==> config.mk <==
export PLATFORM = sky130hd
export DESIGN_NAME = ser_tx_scheduler
export DESIGN_NICKNAME = d
export VERILOG_FILES = /design/src/rtl/ser_tx_scheduler.sv
export SDC_FILE = /design/constraint.sdc
export NUM_CORES = 1
export LEC_CHECK = 0
export BUFFER_PORTS_ARGS = -buffer_cell sky130_fd_sc_hd__buf_2
export CAP_MARGIN = 15
export CORE_ASPECT_RATIO = 0.8
export CORE_UTILIZATION = 49
export DETAILED_ROUTE_END_ITERATION = 12
export PLACE_DENSITY = 0.88
export SYNTH_ARGS = -nofsm -noshare
export SYNTH_HDL_FRONTEND = slang
export SYNTH_SLANG_ARGS = --single-unit
==> constraint.sdc <==
create_clock -name clk -period 2.47 [get_ports clk]
set_input_delay 0 -clock clk [delete_from_list [all_inputs] [get_ports clk]]
set_output_delay 0 -clock clk [all_outputs]
set_load 0.005 [all_outputs]
==> src/rtl/ser_tx_scheduler.sv <==
// Four-port round-robin serial frame transmitter: start, port ID, length, data bytes, gap.
// Optional even parity after each data byte when SER_PARITY_EN is defined.
module ser_tx_scheduler (
    input  logic        clk,
    input  logic        reset,
    input  logic [3:0]  req,
    input  logic [15:0] len_in,
    input  logic [31:0] data_in,
    output logic [3:0]  grant,
    output logic [3:0]  data_take,
    output logic [3:0]  done,
    output logic        serOut,
    output logic        busy,
    output logic [2:0]  state
);

    typedef enum logic [2:0] {
        IDLE  = 3'd0,
        START = 3'd1,
        PORT  = 3'd2,
        LEN   = 3'd3,
        DATA  = 3'd4,
        PAR   = 3'd5,
        GAP   = 3'd6
    } state_t;

    state_t      st, st_nxt;
    logic [1:0]  last_q;
    logic [1:0]  sel;
    logic        sel_vld;
    logic        load_sel;
    logic        load_byte;
    logic [2:0]  cnt_q, cnt_nxt;
    logic [3:0]  left_q, left_nxt;
    logic [1:0]  port_q;
    logic [3:0]  len_q;
    logic [7:0]  byte_q;

    // Round-robin search starting just above the last granted port
    always_comb begin : rr_search
        logic [1:0] cand;
        sel     = last_q;
        sel_vld = 1'b0;
        for (int i = 1; i <= 4; i++) begin
            cand = last_q + 2'(i);
            if (!sel_vld && req[cand]) begin
                sel     = cand;
                sel_vld = 1'b1;
            end
        end
    end

    always_comb begin
        st_nxt    = st;
        cnt_nxt   = cnt_q;
        left_nxt  = left_q;
        load_sel  = 1'b0;
        load_byte = 1'b0;
        case (st)
            IDLE: begin
                if (sel_vld) begin
                    load_sel = 1'b1;
                    st_nxt   = START;
                end
            end
            START: begin
                st_nxt  = PORT;
                cnt_nxt = '0;
            end
            PORT: begin
                if (cnt_q == 3'd1) begin
                    st_nxt  = LEN;
                    cnt_nxt = '0;
                end else begin
                    cnt_nxt = cnt_q + 3'd1;
                end
            end
            LEN: begin
                if (cnt_q == 3'd3) begin
                    cnt_nxt = '0;
                    if (len_q == 4'd0) begin
                        st_nxt = GAP;
                    end else begin
                        st_nxt    = DATA;
                        load_byte = 1'b1;
                        left_nxt  = len_q;
                    end
                end else begin
                    cnt_nxt = cnt_q + 3'd1;
                end
            end
            DATA: begin
                if (cnt_q == 3'd7) begin
                    cnt_nxt = '0;
`ifdef SER_PARITY_EN
                    st_nxt = PAR;
`else
                    if (left_q == 4'd1) begin
                        st_nxt = GAP;
                    end else begin
                        load_byte = 1'b1;
                        left_nxt  = left_q - 4'd1;
                    end
`endif
                end else begin
                    cnt_nxt = cnt_q + 3'd1;
                end
            end
`ifdef SER_PARITY_EN
            PAR: begin
                if (left_q == 4'd1) begin
                    st_nxt = GAP;
                end else begin
                    st_nxt    = DATA;
                    load_byte = 1'b1;
                    left_nxt  = left_q - 4'd1;
                end
            end
`endif
            GAP:     st_nxt = IDLE;
            default: st_nxt = IDLE;
        endcase
    end

    always_ff @(posedge clk or posedge reset) begin
        if (reset) begin
            st     <= IDLE;
            cnt_q  <= '0;
            left_q <= '0;
            last_q <= 2'd3;
            grant  <= '0;
        end else begin
            st     <= st_nxt;
            cnt_q  <= cnt_nxt;
            left_q <= left_nxt;
            if (load_sel) begin
                last_q <= sel;
                grant  <= 4'b0001 << sel;
            end else if (st == GAP) begin
                grant  <= '0;
            end
        end
    end

    // Frame payload registers carry no reset; they are only read inside a frame
    always_ff @(posedge clk) begin
        if (load_sel) begin
            port_q <= sel;
            len_q  <= len_in[{sel, 2'b00} +: 4];
        end
        if (load_byte) begin
            byte_q <= data_in[{port_q, 3'b000} +: 8];
        end
    end

    always_comb begin
        serOut = 1'b1;
        case (st)
            START: serOut = 1'b0;
            PORT:  serOut = port_q[~cnt_q[0]];
            LEN:   serOut = len_q[~cnt_q[1:0]];
            DATA:  serOut = byte_q[~cnt_q];
`ifdef SER_PARITY_EN
            PAR:   serOut = ^byte_q;
`endif
            default: serOut = 1'b1;
        endcase
    end

    assign data_take = load_byte ? grant : 4'd0;
    assign done      = (st == GAP) ? grant : 4'd0;
    assign busy      = (st != IDLE);
    assign state     = st;

endmodule

# [Yosys cells after proc, flatten, opt, wreduce, memory -nomap -nowiden]
# Cells that the tools add are included.
[totals] in_bits=54 word_cells=106 reg_bits=30
[classes] addsub=5 shift=3 n_eq_ne=16 order_cmp=7 mux=50 n_reduce_logical=14 bitwise_logic=3
[op_table] op="4-bit two-way mux" count=8
[op_table] op="32-bit by 6-bit variable part select with 8-bit output" count=1
[op_table] op="3-bit two-way mux" count=8
[op_table] op="1-bit two-way mux" count=18
[op_table] op="16-bit by 5-bit variable part select with 4-bit output" count=1
[op_table] op="2-bit by 3-bit < comparator with 1-bit output, second input constant" count=5
[op_table] op="3-bit case mux with 5 select lines" count=1
[op_table] op="2-bit != test, second input constant" count=7
[op_table] op="3-bit case mux with 4 select lines" count=1
[op_table] op="1-bit binary-select mux with 2-bit select" count=5
[op_table] op="2-bit two-way mux" count=5
[op_table] op="5-bit AND reduction" count=2
[op_table] op="3-bit by 2-bit == test with 1-bit output, second input constant" count=3
[op_table] op="3-bit == test, second input constant" count=3
[op_table] op="4-bit case mux with 2 select lines" count=1
[op_table] op="3-bit by 1-bit == test with 1-bit output, second input constant" count=2
[op_table] op="2-bit adder, second input constant" count=2
[op_table] op="4-bit by 1-bit == test with 1-bit output, second input constant" count=1
[op_table] op="4-bit zero test" count=1
[op_table] op="3-bit by 4-bit < comparator with 1-bit output, second input constant" count=1
[op_table] op="1-bit case mux with 4 select lines" count=1
[op_table] op="2-bit nonzero test" count=2
[op_table] op="4-bit nonzero test" count=1
[op_table] op="1-bit by 2-bit left shift with 4-bit output, first input constant" count=1
[op_table] op="other kinds (13)" count=17

# [Longest topological paths before layout]
[depth] depth_word=16 mapped_depth=7

# [Least setup slack after synthesis]
# Ideal clock, no wire load.
[synth_timing] path_type="flip-flop to flip-flop" startpoint="register cnt_q[1]" endpoint="register byte_q[0], enable pin" stages_incl_launch_ff=6 arrival_ns=1.482 setup_slack_ns=0.679 required_time_ns=2.162 path_buffers=0 cell_sequence="dfrtp_1 ha_1 ha_1 nand2_1 o32ai_2 o21a_4"
[synth_via] elab_chain_len=3 word_cells_on_any_way=5
[synth_rtl] item="from (decl)" line_no="33" text="logic [2:0] cnt_q, cnt_nxt;"
[synth_rtl] item="from (signal assigned)" line_no="134" text="cnt_q <= cnt_nxt;"
[synth_rtl] item="3-bit == test / 3-bit by 2-bit == test with 1-bit output (equally long branches)" line_no="93, 79"
[synth_rtl] item="1-bit two-way mux, on equally long branches" line_no="93, 79"
[synth_rtl] item="1-bit case mux with 2 select lines *" line_no="59" text="case (st)"
[synth_rtl] item="to (signal assigned)" line_no="152" text="byte_q <= data_in[{port_q, 3'b000} +: 8];"
[synth_rtl] item="to (decl)" line_no="37" text="logic [7:0] byte_q;"
# Every way passes the cells marked *; elsewhere a longest branch is shown, timed or not.
# A chain may end at the register's enable or synchronous reset.

# [Final worst setup path]
[layout_timing] startpoint="register cnt_q[1]" endpoint="output data_take[3]"
[layout_via] elab_chain_len=4 word_cells_on_any_way=6
[layout_rtl] item="3-bit == test / 3-bit by 2-bit == test with 1-bit output (equally long branches)" line_no="93, 79"
[layout_rtl] item="1-bit two-way mux, on equally long branches" line_no="93, 79"
[layout_rtl] item="1-bit case mux with 2 select lines *" line_no="59"
[layout_rtl] item="4-bit two-way mux *" line_no="170" text="assign data_take = load_byte ? grant : 4'd0;"
[layout_rtl] item="to (decl)" line_no="10" text="output logic [3:0] data_take,"
# Marked as above.

==> key figures <==
Placement
  • Routability cong.: 0.843
  • Port bufs: 70
  • Detailed Place HPWL: 3.61 mm

Floorplan
  • Ports: 71
  • Die area: 0.00439 mm2
  • DIE HEIGHT: 59.5 um
  • Core area: 0.00388 mm2
  • Initial core utilization: 0.522
  • Row Count: 20
  • Die Span X: 73.8 um

Synth
  • Async SR Flop Fraction: 0.533
  • Synth area leaders: edfxtp_1, dfrtp_1, mux4_2, mux2i_1, ha_1
  • Cell variety after synth: 49
  • Adder-cell share of the synthesized area: 0.0557
  • Compound-Gate Fraction of Synth Area: 0.158
  • Synth Area in XOR/XNOR: 0
  • Simple-Gate Fraction of Synth Area: 0.136
  • Register area share after synthesis: 0.407
  • Yosys warns: 0
  • Post-synth EDFFs: 14
  • #FFs+latches synth: 30
  • Syn Area/Cell: 11.1 um2
  • Syn Nets: 245
  • Mux contribution to synthesized area: 0.197
  • Post-Synthesis Cells: 182
  • Most used DFF post-synth: edfxtp_1
  • Area leader, netlist: edfxtp_1
  • Synthesized cell area: 0.00202 mm2
  • Largest family of logic cells by synthesized area: multiplexers
  • Top cell type's share of synthesized area: 0.208

Layout
  • Most common cell after layout, fill and taps aside: buf_2
  • Commonest cells after routing, fill and taps aside: buf_2, mux2i_1, edfxtp_1, dfrtp_1, nand2_1
  • Final #Nets: 323
  • Area grow syn2layout: 26.0%
  • Diode count: 0
  • Share of cells above drive strength 1: 0.414

Pwr
  • Power Density: 1030 mW/mm2
  • Leakage: 0.00119 uW
  • Clock group share of total power: 0.144
  • Switching pwr: 1060 uW
  • Flop pwr share: 0.381
  • Internal Power: 1560 uW
  • Switching share of power: 0.405
  • Logic pwr share: 0.475
  • Total power: 2620 uW
  • Maximum vdd drop: 0.516 mV

Global routing
  • GR Util All Layers: 0.226
  • Total congestion overflow: 0
  • Initial antenna violation count: 0
  • First-pass GRT wire length: 7.19 mm
  • Largest net degree at the start of global routing: 17
  • Vias in the first global route: 1578

Setup path
  • Type of origin of the critical path: flop
  • WP data required: 2470 ps
  • Worst setup EP type: output port
  • CP Class: reg -> out
  • Worst Path Arrival: 2260 ps
  • Crit path max fanout: 10

STA
  • Period utilisation layout: 0.914
  • Max Slew Vio Count: 0
  • Fmax: 443 MHz
  • Count of final setup violators: 0
  • Unrepaired setup endpoints after global routing: no
  • Final Hold Viols: 0
  • Worst slew pin tran: 611 ps
  • Final worst path period need: 2260 ps
  • Slew margin rel.: 0.592
  • Worst Skew: 5.36 ps
  • Setup Total Neg Slack: 0 ps

Drt
  • Vias: 1749
  • Via density: 5.53
  • DR WL/cell: 14.5 um
  • DRT Pass-1 Iters: 4
  • DRT iter0 DRCs: 127
  • Wirelength, routed: 4.58 mm
  • DRT antenna net count: 0
  • DRC: 0

CTS
  • Clock buffer depth: 2
  • CTS tree: done
  • Worst skew pair latency: 280 ps
  • Clk slew on worst S/H paths: 60 ps
  • CTS Root Cell: clkbuf_8
  • Post_cts resized: 0
  • H-tree levels: 2
  • Num CTS Buffers: 5
  • CTS sink cnt: 30

Run status
  • Status: finished clean

Hold path
  • Worst Hold Class: in -> reg

Flow run
  • Max-Cap Viols: 0
[worst paths after layout]
kind,slack (ps),start,end,cells past startpoint
worst min-delay path,80,len_in[7],len_q[3]$_DFFE_PP_,3
worst max-delay path,210,cnt_q[1]$_DFFE_PP0P_,data_take[3],7
min in group asynchronous,330,reset,left_q[0]$_DFFE_PP0P_,3
max in group asynchronous,1740,reset,cnt_q[1]$_DFFE_PP0P_,3
worst max register to register,320,cnt_q[1]$_DFFE_PP0P_,left_q[0]$_DFFE_PP0P_,8
worst min register to register,520,last_q[0]$_DFFE_PP1P_,last_q[0]$_DFFE_PP1P_,2
[registers in the layout, summed over array words and instances (netlist names)]
name and flops:
state 3, left_q 4, byte_q 8, grant 4, cnt_q 3, last_q 2, len_q 4, port_q 2
[synthesized netlist by cell type, drive strengths merged (2+ instances only)]
library cell,number
o21ai,16
mux2i,15
dfrtp,14
edfxtp,14
nand2,13
inv,12
a21oi,11
mux4,11
ha,9
nor2,9
and3,5
buf,5
and2,4
o22ai,4
a31oi,3
clkbuf,3
nand2b,3
a211oi,2
dfstp,2
nor2b,2
nor3,2
nor3b,2
o211ai,2
o32ai,2
or3,2
[worst max-delay path: stages (launching register included)]
cell and delay [ps]:
dfrtp_1 470, ha_1 300, ha_1 200, nand2_1 110, o32ai_2 370, o21a_4 260, and2_1 160, buf_2 110
[repair_timing]
action / 4_1_cts / 5_1_grt
hold buffers: 1 / 0
buffers inserted: 0 / 4
setup endpoints to repair: 0 / 1
endpoints found under the hold margin: 14 / 0
[logic make-up (layout without fill, tap and decap cells)]
kind of cell / count (synthesis) / in the layout
adder cells (fa/ha/maj): 9 / 9
AND/OR/NAND/NOR: 50 / 50
multiplexers: 26 / 26
AO/OA/AOI/OAI: 46 / 46
buffers and inverters: 21 / 100
flip-flops: 30 / 30
[power groups by stage]
stage               Clock, uW  Sequential (uW)  Combinational, uW
detailed placement          0             1010               1230
CTS                       383             1000               1230
global placement            0              996               1170
finish                    377             1000               1240
floorplan                   0              893                972
global route              401             1030               1370
[metal layers]
| layer | global-route usage | vias to the layer above | part of all wire |
|---|---|---|---|
| met1 | 0.292 | 813 | 0.44 |
| met3 | 0.0476 | 11 | 0.062 |
| li1 | - | 840 | - |
| met2 | 0.364 | 85 | 0.48 |
| met5 | 0 | - | 0 |
| met4 | 0.113 | 0 | 0.024 |
[final cells by class]
| class | count | area (um2) |
|---|---|---|
| repair buffers | 79 | 420 |
| inverters | 13 | 48.8 |
| well taps | 55 | 68.8 |
| flip-flops and latches | 30 | 823 |
| fillers | 262 | 1330 |
| clock buffers | 6 | 72.6 |
| multi-input cells | 131 | 1100 |
| clock inverters | 2 | 10.0 |
[metrics by stage]
stage	hold slack (ps)	instances	util	area, um2	worst slack (ps)
2_1_floorplan	-87.7	182	-	2020	679
3_3_place_gp	105	303	0.625	2430	533
3_5_place_dp	114	303	0.625	2430	420
4_1_cts	76.8	312	0.649	2520	137
5_1_grt	85.8	316	0.657	2550	67.9
6_report	80.4	316	0.657	2550	212
(Power assumes the default switching activity.)
